[config.mk]
export PLATFORM = sky130hd
export DESIGN_NAME = button_debounce
export DESIGN_NICKNAME = d
export VERILOG_FILES = /design/src/rtl/btn_pkg.sv /design/src/rtl/btn_sync.sv /design/src/rtl/button_debounce.sv
export SDC_FILE = /design/constraint.sdc
export NUM_CORES = 1
export LEC_CHECK = 0
export ABC_CLOCK_PERIOD_IN_PS = 4600
export CAP_MARGIN = 20
export CORE_MARGIN = 3
export CORE_UTILIZATION = 45
export CTS_CLUSTER_DIAMETER = 100
export DETAILED_ROUTE_END_ITERATION = 16
export PLACE_DENSITY = 0.61
export SKIP_LAST_GASP = 1
export SYNTH_ARGS = -nofsm -noshare
export SYNTH_HDL_FRONTEND = slang
export SYNTH_HIERARCHICAL = 1
export SYNTH_SLANG_ARGS = --single-unit
[constraint.sdc]
create_clock -name CLK -period 4.6 [get_ports CLK]
set_clock_uncertainty 0.2 [all_clocks]
set_input_delay 0.69 -clock CLK [delete_from_list [all_inputs] [get_ports CLK]]
set_output_delay 0.69 -clock CLK [all_outputs]
set_load 0.005 [all_outputs]
[src/rtl/btn_pkg.sv]
// Shared definitions for the push-button front end: FSM state encodings,
// the RATE_SEL width and the default cycle counts for the 27 MHz board clock.
package btn_pkg;

  typedef enum logic [1:0] {
    IDLE       = 2'd0,
    DB_PRESS   = 2'd1,
    HELD       = 2'd2,
    DB_RELEASE = 2'd3
  } btn_state_t;

  localparam int RATE_W          = 2;
  localparam int DEF_DB_CYCLES   = 270_000;     // 10 ms at 27 MHz
  localparam int DEF_LONG_CYCLES = 27_000_000;  // 1 s at 27 MHz

endpackage

[src/rtl/btn_sync.sv]
// Two-flop synchronizer for an asynchronous board input. RST_VAL sets the
// level both flops take during reset so the downstream logic sees an idle input.
module btn_sync #(
  parameter logic RST_VAL = 1'b0
) (
  input  logic CLK,
  input  logic RST,
  input  logic D,
  output logic Q
);

  logic sync_p0;
  logic sync_p1;

  // Two-stage metastability filter.
  always_ff @(posedge CLK or posedge RST) begin
    if (RST) begin
      sync_p0 <= RST_VAL;
      sync_p1 <= RST_VAL;
    end else begin
      sync_p0 <= D;
      sync_p1 <= sync_p0;
    end
  end

  assign Q = sync_p1;

endmodule

[src/rtl/button_debounce.sv]
// Push-button front end for the LED blinker: synchronizes and debounces the
// raw button, classifies presses as short or long and keeps the 2-bit blink
// rate selection. Long-press detection is built only when the macro
// BUTTON_DEBOUNCE_LONG_PRESS_EN is defined; otherwise every accepted release
// is a short press and LONG_P is tied low.
module button_debounce
  import btn_pkg::*;
#(
  parameter int DB_CYCLES      = DEF_DB_CYCLES,
  parameter int LONG_CYCLES    = DEF_LONG_CYCLES,
  parameter bit BTN_ACTIVE_LOW = 1'b1
) (
  input  logic              CLK,
  input  logic              RST,
  input  logic              BTN_IN,
  output logic              BTN_STATE,
  output logic              PRESS_P,
  output logic              SHORT_P,
  output logic              LONG_P,
  output logic [RATE_W-1:0] RATE_SEL
);

  localparam int               CNT_W        = $clog2(DB_CYCLES + 1);
  localparam logic [CNT_W-1:0] DB_LAST      = CNT_W'(DB_CYCLES - 1);
  localparam logic             RELEASED_LVL = BTN_ACTIVE_LOW;

  if (DB_CYCLES < 2) begin : g_bad_db
    $error("button_debounce: DB_CYCLES must be at least 2");
  end
  if (LONG_CYCLES <= DB_CYCLES) begin : g_bad_long
    $error("button_debounce: LONG_CYCLES must exceed DB_CYCLES");
  end

  logic             btn_s;
  logic             act;
  btn_state_t       state, state_nxt;
  logic [CNT_W-1:0] db_cnt, db_cnt_nxt;
  logic             press_nxt;
  logic             rel_acc;
  logic             short_nxt;

  btn_sync #(
    .RST_VAL (RELEASED_LVL)
  ) u_sync (
    .CLK (CLK),
    .RST (RST),
    .D   (BTN_IN),
    .Q   (btn_s)
  );

  // Normalise polarity so act = 1 always means pressed.
  assign act       = btn_s ^ RELEASED_LVL;
  assign BTN_STATE = (state == HELD) || (state == DB_RELEASE);

  // State register, debounce counter and the registered press/short pulses.
  always_ff @(posedge CLK or posedge RST) begin
    if (RST) begin
      state   <= IDLE;
      db_cnt  <= '0;
      PRESS_P <= 1'b0;
      SHORT_P <= 1'b0;
    end else begin
      state   <= state_nxt;
      db_cnt  <= db_cnt_nxt;
      PRESS_P <= press_nxt;
      SHORT_P <= short_nxt;
    end
  end

  // Debounce FSM: the cycle that leaves IDLE/HELD counts as the first stable
  // sample, so acceptance happens when the counter would reach DB_CYCLES.
  always_comb begin
    state_nxt  = state;
    db_cnt_nxt = db_cnt;
    press_nxt  = 1'b0;
    rel_acc    = 1'b0;
    case (state)
      IDLE: begin
        if (act) begin
          state_nxt  = DB_PRESS;
          db_cnt_nxt = CNT_W'(1);
        end
      end
      DB_PRESS: begin
        if (!act) begin
          state_nxt  = IDLE;
          db_cnt_nxt = '0;
        end else if (db_cnt == DB_LAST) begin
          state_nxt  = HELD;
          db_cnt_nxt = '0;
          press_nxt  = 1'b1;
        end else begin
          db_cnt_nxt = db_cnt + CNT_W'(1);
        end
      end
      HELD: begin
        if (!act) begin
          state_nxt  = DB_RELEASE;
          db_cnt_nxt = CNT_W'(1);
        end
      end
      DB_RELEASE: begin
        if (act) begin
          state_nxt  = HELD;
          db_cnt_nxt = '0;
        end else if (db_cnt == DB_LAST) begin
          state_nxt  = IDLE;
          db_cnt_nxt = '0;
          rel_acc    = 1'b1;
        end else begin
          db_cnt_nxt = db_cnt + CNT_W'(1);
        end
      end
      default: begin
        state_nxt  = IDLE;
        db_cnt_nxt = '0;
      end
    endcase
  end

`ifdef BUTTON_DEBOUNCE_LONG_PRESS_EN
  localparam int                LONG_W    = $clog2(LONG_CYCLES + 1);
  localparam logic [LONG_W-1:0] LONG_LAST = LONG_W'(LONG_CYCLES - 1);

  logic [LONG_W-1:0] long_cnt;
  logic              long_done;
  logic              long_hit;

  // Expiry is checked before the release outcome so a simultaneous release
  // is reported as long, not short.
  assign long_hit  = BTN_STATE && !long_done && (long_cnt == LONG_LAST);
  assign short_nxt = rel_acc && !long_done && !long_hit;

  // Hold timer: restarts on each accepted press, runs through release
  // bounces and stops once the long press has been flagged.
  always_ff @(posedge CLK or posedge RST) begin
    if (RST) begin
      long_cnt  <= '0;
      long_done <= 1'b0;
      LONG_P    <= 1'b0;
    end else begin
      LONG_P <= long_hit;
      if (press_nxt) begin
        long_cnt  <= '0;
        long_done <= 1'b0;
      end else if (BTN_STATE && !long_done) begin
        long_cnt <= long_cnt + LONG_W'(1);
        if (long_hit) begin
          long_done <= 1'b1;
        end
      end
    end
  end
`else
  assign short_nxt = rel_acc;
  assign LONG_P    = 1'b0;
`endif

  // Blink-rate index: step on a short press, clear on a long press.
  always_ff @(posedge CLK or posedge RST) begin
    if (RST) begin
      RATE_SEL <= '0;
    end else if (LONG_P) begin
      RATE_SEL <= '0;
    end else if (SHORT_P) begin
      RATE_SEL <= RATE_SEL + RATE_W'(1);
    end
  end

endmodule
==> metrics.md, run 1 <==
| Metric | Value |
|---|---|
| Fin crit share | 58.25% |
| H-tree levels | 1 |
| Row Count | 20 |
| Vias per cell | 5.543 |
| CP Launch Type | register |
| Final hold vios | 0 |
| RSZ-0062 raised after global routing | no |
| Largest net degree at the start of global routing | 26 |
| LEAKAGE | 0.6903 nW |
| Core Util, Final | 51.22% |
| CTS Root Cell | clkbuf_4 |
| Tightest Pin Transition | 0.9381 ns |
| Syn Area/Cell | 8.996 um2 |
| Die H | 63.09 um |
| CTS sink cnt | 27 |
| CP Cell Sequence | xnor2_1 > nand2_1 > a21oi_1 > buf_4 > nand2_1 > o21ai_0 |
| Fin cells | 210 |
| Max-slew headroom | 37.39% |
| Worst r2r src | u_sync/Q$_DFF_PP1_ |
| Power per standard cell area | 240.2 mW/mm2 |
| Peak supply drop | 0.1118 mV |
| WP data arrival | 2.73 ns |
| CTS tree | done |
| Vias | 1,164 |
| CP max stage delay | 0.74 ns |
| Global-route wire length before repair | 5.223 mm |
| CTS clk-pin slew, worst paths | 0.15 ns |
| Cell mode on critical path | nand2_1 |
| Post-CTS Setup Repair Bufs | 0 |
| Post-DRT Antenna Nets | 0 |
| Post-synth top flop | dfrtp_1 |
| Number of flops mapped to enable cells by yosys | 0 |
| Max-cap viol count | 0 |
| Post-synth cell types | 43 |
| Status | finished clean |
| DP Wirelength | 2.023 mm |
| Min Clock Period, post-route | 2.680 ns |
| Worst hold start | u_sync/sync_p0$_DFF_PP1_ |
| Die area | 0.003980 mm2 |
| Ys Warns | 6 |
| Crit path required time | 4.65 ns |
| Reg2Reg Setup Slack | 1.92 ns |
| R2R Path End | db_cnt[2]$_DFFE_PP0P_ |
| Nets | 171 |
| Core Region | 0.003078 mm2 |
| Total Routing Usage GR | 15.98% |
| Setup TNS | 0 ns |
| Total I/O pin count | 9 |
| Async SR Flop Fraction | 100.0% |
| Die width | 63.09 um |
| TritonRoute pass-1 iters | 4 |
| Max frequency | 373.2 MHz |
| TritonCTS buffer count | 3 |
| Drt first-iter violations | 30 |
| Vias in the first global route | 1,140 |
| Ratio of cells with drive above 1 in the final layout | 7.831% |
| Seq cells post-synth | 27 |
| DP Cell Count | 206 |
| GPL Wtd Cong | 0.8161 |
| Final WS setup | 1.920 ns |
| CP Max Fanout | 15 |
| Critical Path End Type | register |
| Layout Area Growth over Synthesis | 7.508% |
| Skew-Pair Late Insertion Delay | 0.33 ns |
| Routed WL | 2.781 mm |
| Hold_buf cts | 0 |
| Register area share after synthesis | 46.25% |
| Wire length per cell | 13.24 um |
| Mapped Nets | 167 |
| Mapped Area | 0.001466 mm2 |
| Worst r2r path cells | 6 |
| Slowest cell on crit path | a21oi_1 |
| HP Class | reg -> reg |
| Initial core utilization | 47.64% |
| CP Class | reg -> reg |
| # resized after CTS | 0 |
| Number of port buffers | 7 |
| WHS Path Cells | 0 |
| Final setup viols | 0 |
| WHS Endpoint | u_sync/Q$_DFF_PP1_ |
| Antenna Cells | 0 |
| Setup WS pre-CTS | 1.994 ns |
| Global route overflow | 0 |
| Post-route DRC | 0 |
| Initial antenna violation count | 0 |
| Syn Inst Count | 163 |
| Slew Limit Fails | 0 |
| Clk buf depth | 2 |
where the power goes:
part           internal [mW]  leakage, nW  total (mW)  switching, mW
combinational        0.00817        0.312      0.0240         0.0158
sequential             0.242        0.365       0.249        0.00631
clock                 0.0333       0.0139       0.106         0.0726
total                  0.284        0.690       0.379         0.0947
kinds of logic after synthesis:
logic type / count (synthesis) / synth area share, %
XOR/XNOR: 4 / 2.390
AO/OA/AOI/OAI: 21 / 9.300
AND/OR/NAND/NOR: 93 / 34.22
other: 1 / 0.2557
buffers and inverters: 14 / 5.374
flip-flops: 27 / 46.25
multiplexers: 2 / 1.365
adder cells (fa/ha/maj): 1 / 0.8531
per-stage QoR:
stage	hold WS, ns	power [mW]	instance area [um2]
final	0.1681	0.3786	1577
after global routing	0.1766	0.4002	1577
after CTS	0.1707	0.3892	1577
after detailed placement	0.1489	0.2779	1546
after global placement	0.1457	0.2759	1535
after floorplan	0.1452	0.2702	1466
sequential cells by signal (all words and copies together), names as in the netlist, named ones only:
signal / flops
db_cnt: 19
RATE_SEL: 2
PRESS_P: 1
SHORT_P: 1
state: 1
u_sync/Q: 1
u_sync/sync_p0: 1
metal layers:
layer	GRT usage, %	share of wire (%)	vias to the layer above
met5	0	0	-
met4	3.857	0.93	0
met3	2.674	2.6	4
met2	25.69	46	14
met1	22.43	50	557
li1	-	-	589
synthesized netlist by cell type, drive strengths merged (2+ instances only):
| cell | number | area share [%] |
|---|---|---|
| and3 | 3 | 1.3 |
| a22o | 2 | 1.2 |
| inv | 4 | 1.0 |
| and4 | 2 | 1.2 |
| clkbuf | 4 | 1.2 |
| o21ai | 3 | 1.0 |
| and2 | 2 | 0.85 |
| or3 | 7 | 3.0 |
| or4 | 2 | 1.3 |
| xnor2 | 3 | 1.8 |
| o211ai | 2 | 1.0 |
| dfrtp | 25 | 43 |
| nor3 | 10 | 3.4 |
| buf | 6 | 3.2 |
| nand3 | 15 | 5.1 |
| nor2 | 5 | 1.3 |
| nor4 | 2 | 0.85 |
| or2 | 2 | 0.85 |
| a21oi | 5 | 1.7 |
| nand4 | 5 | 3.6 |
| mux2i | 2 | 1.4 |
| nor4b | 2 | 1.2 |
| nand2 | 32 | 8.2 |
| a31oi | 5 | 2.1 |
| dfstp | 2 | 3.6 |
| a21o | 2 | 1.0 |
cell type report:
cell class | instances | area, um2
fillers | 309 | 1501
multi-input cells | 122 | 709.4
flip-flops and latches | 27 | 678.2
repair buffers | 9 | 88.84
well taps | 44 | 55.05
clock buffers | 3 | 22.52
inverters | 4 | 15.01
clock inverters | 1 | 7.507
layout by cell type, fill, tap and decap left out, drive strengths merged, types with 2 or more instances in the layout:
master / n
and2: 2
nor3: 10
a21o: 2
a22o: 2
nor4: 2
o21ai: 3
nand3: 15
or4: 2
nand2: 32
buf: 2
mux2i: 2
nor2: 5
and4: 2
inv: 4
dfrtp: 25
a31oi: 5
and3: 3
or2: 2
nand4: 5
a21oi: 5
clkbuf: 3
nor4b: 2
or3: 7
o211ai: 2
dfstp: 2
clkdlybuf4s50: 7
xnor2: 3
worst max path at each step:
| stage | start | endpoint | slack, ns | depth (start not counted) |
|---|---|---|---|---|
| floorplan | db_cnt[6]$_DFFE_PP0P_ | db_cnt[17]$_DFFE_PP0P_ | 2.55 | 6 |
| global placement | u_sync/Q$_DFF_PP1_ | db_cnt[9]$_DFFE_PP0P_ | 2.00 | 6 |
| detailed placement | u_sync/Q$_DFF_PP1_ | db_cnt[2]$_DFFE_PP0P_ | 1.99 | 6 |
| CTS | u_sync/Q$_DFF_PP1_ | db_cnt[2]$_DFFE_PP0P_ | 1.93 | 6 |
| global route | u_sync/Q$_DFF_PP1_ | db_cnt[2]$_DFFE_PP0P_ | 1.73 | 6 |
| finish | u_sync/Q$_DFF_PP1_ | db_cnt[2]$_DFFE_PP0P_ | 1.92 | 6 |
critical path: cells and delay by family (launching register included):
family	cells	cell delay, ns
simple gates	2	0.42
compound gates	2	0.90
buf+inv	1	0.30
xor+xnor	1	0.18
flops	1	0.59
Power figures use the tool's default switching activity.
==> inputs of run 2 (changes only) <==
--- a/config.mk
+++ b/config.mk
@@ -5,7 +5,7 @@
 export SDC_FILE = /design/constraint.sdc
 export NUM_CORES = 1
 export LEC_CHECK = 0
-export ABC_CLOCK_PERIOD_IN_PS = 4600
+export ABC_CLOCK_PERIOD_IN_PS = 2700
 export CAP_MARGIN = 20
 export CORE_MARGIN = 3
 export CORE_UTILIZATION = 45
==> constraint.sdc (replaced) <==
create_clock -name CLK -period 2.7 [get_ports CLK]
set_clock_uncertainty 0.2 [all_clocks]
set_input_delay 0.405 -clock CLK [delete_from_list [all_inputs] [get_ports CLK]]
set_output_delay 0.405 -clock CLK [all_outputs]
set_load 0.005 [all_outputs]
==> run 2 against run 1 <==
  * Combinational power increased by 86%
  * Utilization grew 0.53 points
  * Routed wire length shrank 0.50%
  * Critical path depth did not move
  * Maximum frequency up 18%
  * Final area rose by 1.0%
  * Non-clock buffer count rose by 3
  * Clock power rose by 63%
  * Worst setup slack worse by 1.5 ns
  * Final cell count up 1.4%
  * Power is 69% higher
  * Largest power group unchanged
==> metrics.md, run 2 (synthesis gave the netlist of run 1 again) <==
| Metric | Value |
|---|---|
| Initial antenna violation count | 0 |
| Status | finished clean |
| Vias in the first global route | 1,148 |
| # resized after CTS | 0 |
| Final setup viols | 0 |
| Die width | 63.09 um |
| Largest net degree at the start of global routing | 19 |
| Peak supply drop | 0.2374 mV |
| Total I/O pin count | 9 |
| Slew Limit Fails | 0 |
| DP Wirelength | 2.104 mm |
| Post-DRT Antenna Nets | 0 |
| Post-CTS Setup Repair Bufs | 0 |
| Commonest cells after routing, fill and taps aside | nand2_1 (32), dfrtp_1 (25), nand3_1 (15) |
| H-tree levels | 1 |
| Max frequency | 441.7 MHz |
| Largest Register | db_cnt |
| Final hold vios | 0 |
| TritonCTS buffer count | 3 |
| Power consumption | 641.4 uW |
| CTS sink cnt | 27 |
| Clk buf depth | 2 |
| CP Cell Sequence | ha_1 > nand3_1 > nor3_1 > nand3_1 > or3_1 > nand3_1 |
| Max-slew headroom | 62.96% |
| Post-route DRC | 0 |
| Ratio of cells with drive above 1 in the final layout | 9.467% |
| Routed WL | 2.767 mm |
| CTS tree | done |
| Core Util, Final | 51.75% |
| Worst hold start | u_sync/sync_p0$_DFF_PP1_ |
| Drt first-iter violations | 37 |
| CP Max Fanout | 5 |
| Global-route wire length before repair | 5.195 mm |
| Cell mode on critical path | nand3_1 |
| Global route overflow | 0 |
| Die H | 63.09 um |
| Nets | 174 |
| Vias per cell | 5.596 |
| Die area | 0.003980 mm2 |
| Max FFs per register | 19 |
| Core Region | 0.003078 mm2 |
| Bufs and invs on worst path | 0 |
| Layout Area Growth over Synthesis | 8.618% |
| Hold_buf cts | 0 |
| Total Routing Usage GR | 16.03% |
| Tightest Pin Transition | 0.5551 ns |
| Max-cap viol count | 0 |
| Initial core utilization | 47.64% |
| Min Clock Period, post-route | 2.264 ns |
| Critical path origin | db_cnt[0]$_DFFE_PP0P_ |
| Crit path required time | 2.77 ns |
| Worst r2r src | db_cnt[0]$_DFFE_PP0P_ |
| Slowest cell on crit path | dfrtp_1 |
| GPL Wtd Cong | 0.9249 |
| HP Class | reg -> reg |
| Skew-Pair Late Insertion Delay | 0.33 ns |
| Setup TNS | 0 ns |
| Biggest registers after layout | db_cnt: 19 flops, RATE_SEL: 2 flops |
| LEAKAGE | 0.7075 nW |
| CP max stage delay | 0.47 ns |
| CTS clk-pin slew, worst paths | 0.14 ns |
| Vias | 1,192 |
| CP Launch Type | register |
| Number of port buffers | 7 |
| CP top delay family | simple AND/OR/NAND/NOR gates |
| Antenna Cells | 0 |
| CTS Root Cell | clkbuf_4 |
| Power per standard cell area | 402.7 mW/mm2 |
| TritonRoute pass-1 iters | 4 |
| Row Count | 20 |
| Wire length per cell | 12.99 um |
| CP Class | reg -> reg |
| RSZ-0062 raised after global routing | no |
| Critical Path End Type | register |
| Commonest non-fill, non-tap cell in the layout | nand2_1 |
| Fin crit share | 83.85% |
| WP data arrival | 2.34 ns |
-- run 2: cell count changes in the layout (fill, tap and decap cells not counted) --
cell	delta
buf_4	+4
buf_6	-1
clkinv_2	+1
clkinvlp_4	-1
-- run 2: worst register-to-register path, cell delays in order, from the launching register on --
cell and delay, ns:
dfrtp_1 0.47, ha_1 0.24, nand3_1 0.16, nor3_1 0.46, nand3_1 0.22, or3_1 0.38
nand3_1 0.08
-- run 2: metal layers --
metal / GRT usage [%] / routed length (um)
met1: 21.90 / 1414
met2: 25.56 / 1246
met3: 2.674 / 61
met4: 5.785 / 44
met5: 0 / 0
-- run 2: per-stage QoR --
stage	hold slack, ns	setup WS, ns	cell area, um2	std cells
finish	0.1706	0.4359	1593	213
global route	0.1782	0.1493	1593	213
CTS	0.1736	0.4400	1593	213
detailed placement	0.1533	0.4813	1565	209
global placement	0.1482	0.5165	1565	209
floorplan	0.1165	0.6537	1466	163
-- run 2: path summary, 6_finish.rpt --
path | endpoint | slack (ns) | cells past startpoint
worst max-delay path | db_cnt[18]$_DFFE_PP0P_ | 0.44 | 6
worst min-delay path | u_sync/Q$_DFF_PP1_ | 0.17 | 0
worst max register to register | db_cnt[18]$_DFFE_PP0P_ | 0.44 | 6
worst min register to register | u_sync/Q$_DFF_PP1_ | 0.17 | 0
max in group asynchronous | db_cnt[15]$_DFFE_PP0P_ | 1.52 | 3
min in group asynchronous | u_sync/sync_p0$_DFF_PP1_ | 0.20 | 2
-- run 2: where the power goes --
part           leakage, nW  internal, mW  switching (mW)  total, mW
combinational        0.325        0.0166          0.0281     0.0447
sequential           0.365         0.413          0.0106      0.424
clock               0.0177        0.0557           0.117      0.173
-- run 2: final cells by class --
cell class | instances | area, um2
Clock buffer | 3 | 22.52
Fill cell | 294 | 1485
Multi-Input combinational cell | 122 | 709.4
Tap cell | 44 | 55.05
Timing Repair Buffer | 12 | 107.6
Clock inverter | 1 | 5.005
Sequential cell | 27 | 678.2
Inverter | 4 | 15.01
==> inputs of run 3 (changes only) <==
--- a/config.mk
+++ b/config.mk
@@ -5,7 +5,7 @@
 export SDC_FILE = /design/constraint.sdc
 export NUM_CORES = 1
 export LEC_CHECK = 0
-export ABC_CLOCK_PERIOD_IN_PS = 2700
+export ABC_CLOCK_PERIOD_IN_PS = 2300
 export CAP_MARGIN = 20
 export CORE_MARGIN = 3
 export CORE_UTILIZATION = 45
==> constraint.sdc (replaced) <==
create_clock -name CLK -period 2.3 [get_ports CLK]
set_clock_uncertainty 0.2 [all_clocks]
set_input_delay 0.345 -clock CLK [delete_from_list [all_inputs] [get_ports CLK]]
set_output_delay 0.345 -clock CLK [all_outputs]
set_load 0.005 [all_outputs]
==> run 3 against run 2 <==
  * Sequential share of layout area down 0.76 points
  * Hold slack lost 0.0030 ns
  * Critical endpoint is now db_cnt[17]$_DFFE_PP0P_
  * Via count grew 2.3%
  * Final cell count grew 1.9%
==> metrics.md, run 3 (synthesis gave the netlist of run 1 again) <==
| Metric | Value |
|---|---|
| # resized after CTS | 0 |
| Global route overflow | 0 |
| Die width | 63.09 um |
| Status | finished clean |
| Hold_buf cts | 0 |
| Cell area after layout | 0.001622 mm2 |
| Initial antenna violation count | 0 |
| Die H | 63.09 um |
| WP data arrival | 2.28 ns |
| Post-DRT Antenna Nets | 0 |
| Core Region | 0.003078 mm2 |
| Vias per cell | 5.622 |
| Antenna Cells | 0 |
| Max-slew headroom | 58.67% |
| TritonRoute pass-1 iters | 4 |
| Ratio of cells with drive above 1 in the final layout | 10.98% |
| Routed WL | 2.956 mm |
| GPL Wtd Cong | 0.9988 |
| Layout Area Growth over Synthesis | 10.58% |
| Total I/O pin count | 9 |
| Post-route DRC | 0 |
| Clk buf depth | 2 |
| DP Cell Count | 213 |
| HP Class | in -> async |
| Wire length per cell | 13.62 um |
| Setup TNS | 0 ns |
| TritonCTS buffer count | 3 |
| CTS Root Cell | clkbuf_4 |
| Drt first-iter violations | 43 |
| Post-CTS Setup Repair Bufs | 0 |
| Final hold vios | 0 |
| Area post-placement | 0.001595 mm2 |
| Peak supply drop | 0.3145 mV |
| Fin crit share | 95.99% |
| Critical Path End Type | register |
| CTS clk-pin slew, worst paths | 0.15 ns |
| Power consumption | 755.7 uW |
| Row Count | 20 |
| RSZ-0062 raised after global routing | no |
| Max-cap viol count | 0 |
| Vias in the first global route | 1,102 |
| Crit path required time | 2.37 ns |
| Hold WS | 0.1676 ns |
| Final setup viols | 0 |
| Max FFs per register | 19 |
| LEAKAGE | 0.7266 nW |
| Number of port buffers | 7 |
| H-tree levels | 1 |
| Initial core utilization | 47.64% |
| Commonest non-fill, non-tap cell in the layout | nand2_1 |
| DP Wirelength | 2.154 mm |
| Fin cells | 217 |
| Nets | 178 |
| Largest net degree at the start of global routing | 26 |
| Global-route wire length before repair | 5.092 mm |
| Tightest Pin Transition | 0.6176 ns |
| CP Max Fanout | 8 |
| Skew-Pair Late Insertion Delay | 0.32 ns |
| CP Class | reg -> reg |
| Power per standard cell area | 466.0 mW/mm2 |
| CTS sink cnt | 27 |
| Largest Register | db_cnt |
| Min Clock Period, post-route | 2.208 ns |
| Commonest cells after routing, fill and taps aside | nand2_1 (32), dfrtp_1 (25), nand3_1 (15) |
| Total Routing Usage GR | 15.60% |
| Biggest registers after layout | db_cnt: 19 flops, RATE_SEL: 2 flops |
| Max frequency | 452.9 MHz |
| CTS tree | done |
| CP Launch Type | register |
| Die area | 0.003980 mm2 |
| Vias | 1,220 |
| Slew Limit Fails | 0 |
run 3: cell types whose count changed in the layout (fill, tap and decap cells not counted):
cell | before | now
clkbuf_1 | 0 | 1
buf_4 | 5 | 9
clkinv_2 | 1 | 0
run 3: worst max-delay path, cell delays in order, from the launching register on:
cell and delay, ns:
dfrtp_1 0.56, nand4_4 0.15, or4_4 0.52, or2_0 0.25
or4_1 0.40, nand3_1 0.09
run 3: stage by stage:
stage / worst slack [ns] / util, %
3_5_place_dp: 0.1465 / 51.83
6_report: 0.09213 / 52.68
4_1_cts: 0.1028 / 52.68
2_1_floorplan: 0.2537 / -
3_3_place_gp: 0.1966 / 51.83
5_1_grt: 0.02137 / 52.68
run 3: area by class of cell:
cell class                 instances  area [um2]
fill                             308        1456
multi-input combinational        122       709.4
sequential                        27       678.2
timing repair buffer              16       137.6
tap                               44       55.05
clock buffer                       4       26.28
inverter                           4       15.01
run 3: power breakdown:
group / switching [mW] / total [mW] / internal (mW)
Clock: 0.138 / 0.206 / 0.0678
Combinational: 0.0326 / 0.0518 / 0.0191
Sequential: 0.0131 / 0.498 / 0.485
Total: 0.184 / 0.756 / 0.572
run 3: final timing paths:
path / from / endpoint / slack [ns] / cells after the start
worst max-delay path: db_cnt[4]$_DFFE_PP0P_ / db_cnt[17]$_DFFE_PP0P_ / 0.09 / 5
worst min-delay path: RST / u_sync/sync_p0$_DFF_PP1_ / 0.17 / 2
worst max register to register: db_cnt[4]$_DFFE_PP0P_ / db_cnt[17]$_DFFE_PP0P_ / 0.09 / 5
worst min register to register: u_sync/sync_p0$_DFF_PP1_ / u_sync/Q$_DFF_PP1_ / 0.17 / 0
max in group asynchronous: RST / RATE_SEL[1]$_DFFE_PP0P_ / 1.46 / 3
min in group CLK: u_sync/sync_p0$_DFF_PP1_ / u_sync/Q$_DFF_PP1_ / 0.17 / 0
run 3: layer usage:
layer | share of wire (%) | track usage (%)
met1 | 50 | 21.74
met2 | 44 | 24.77
met3 | 4.0 | 3.030
met4 | 1.7 | 4.132
met5 | 0 | 0
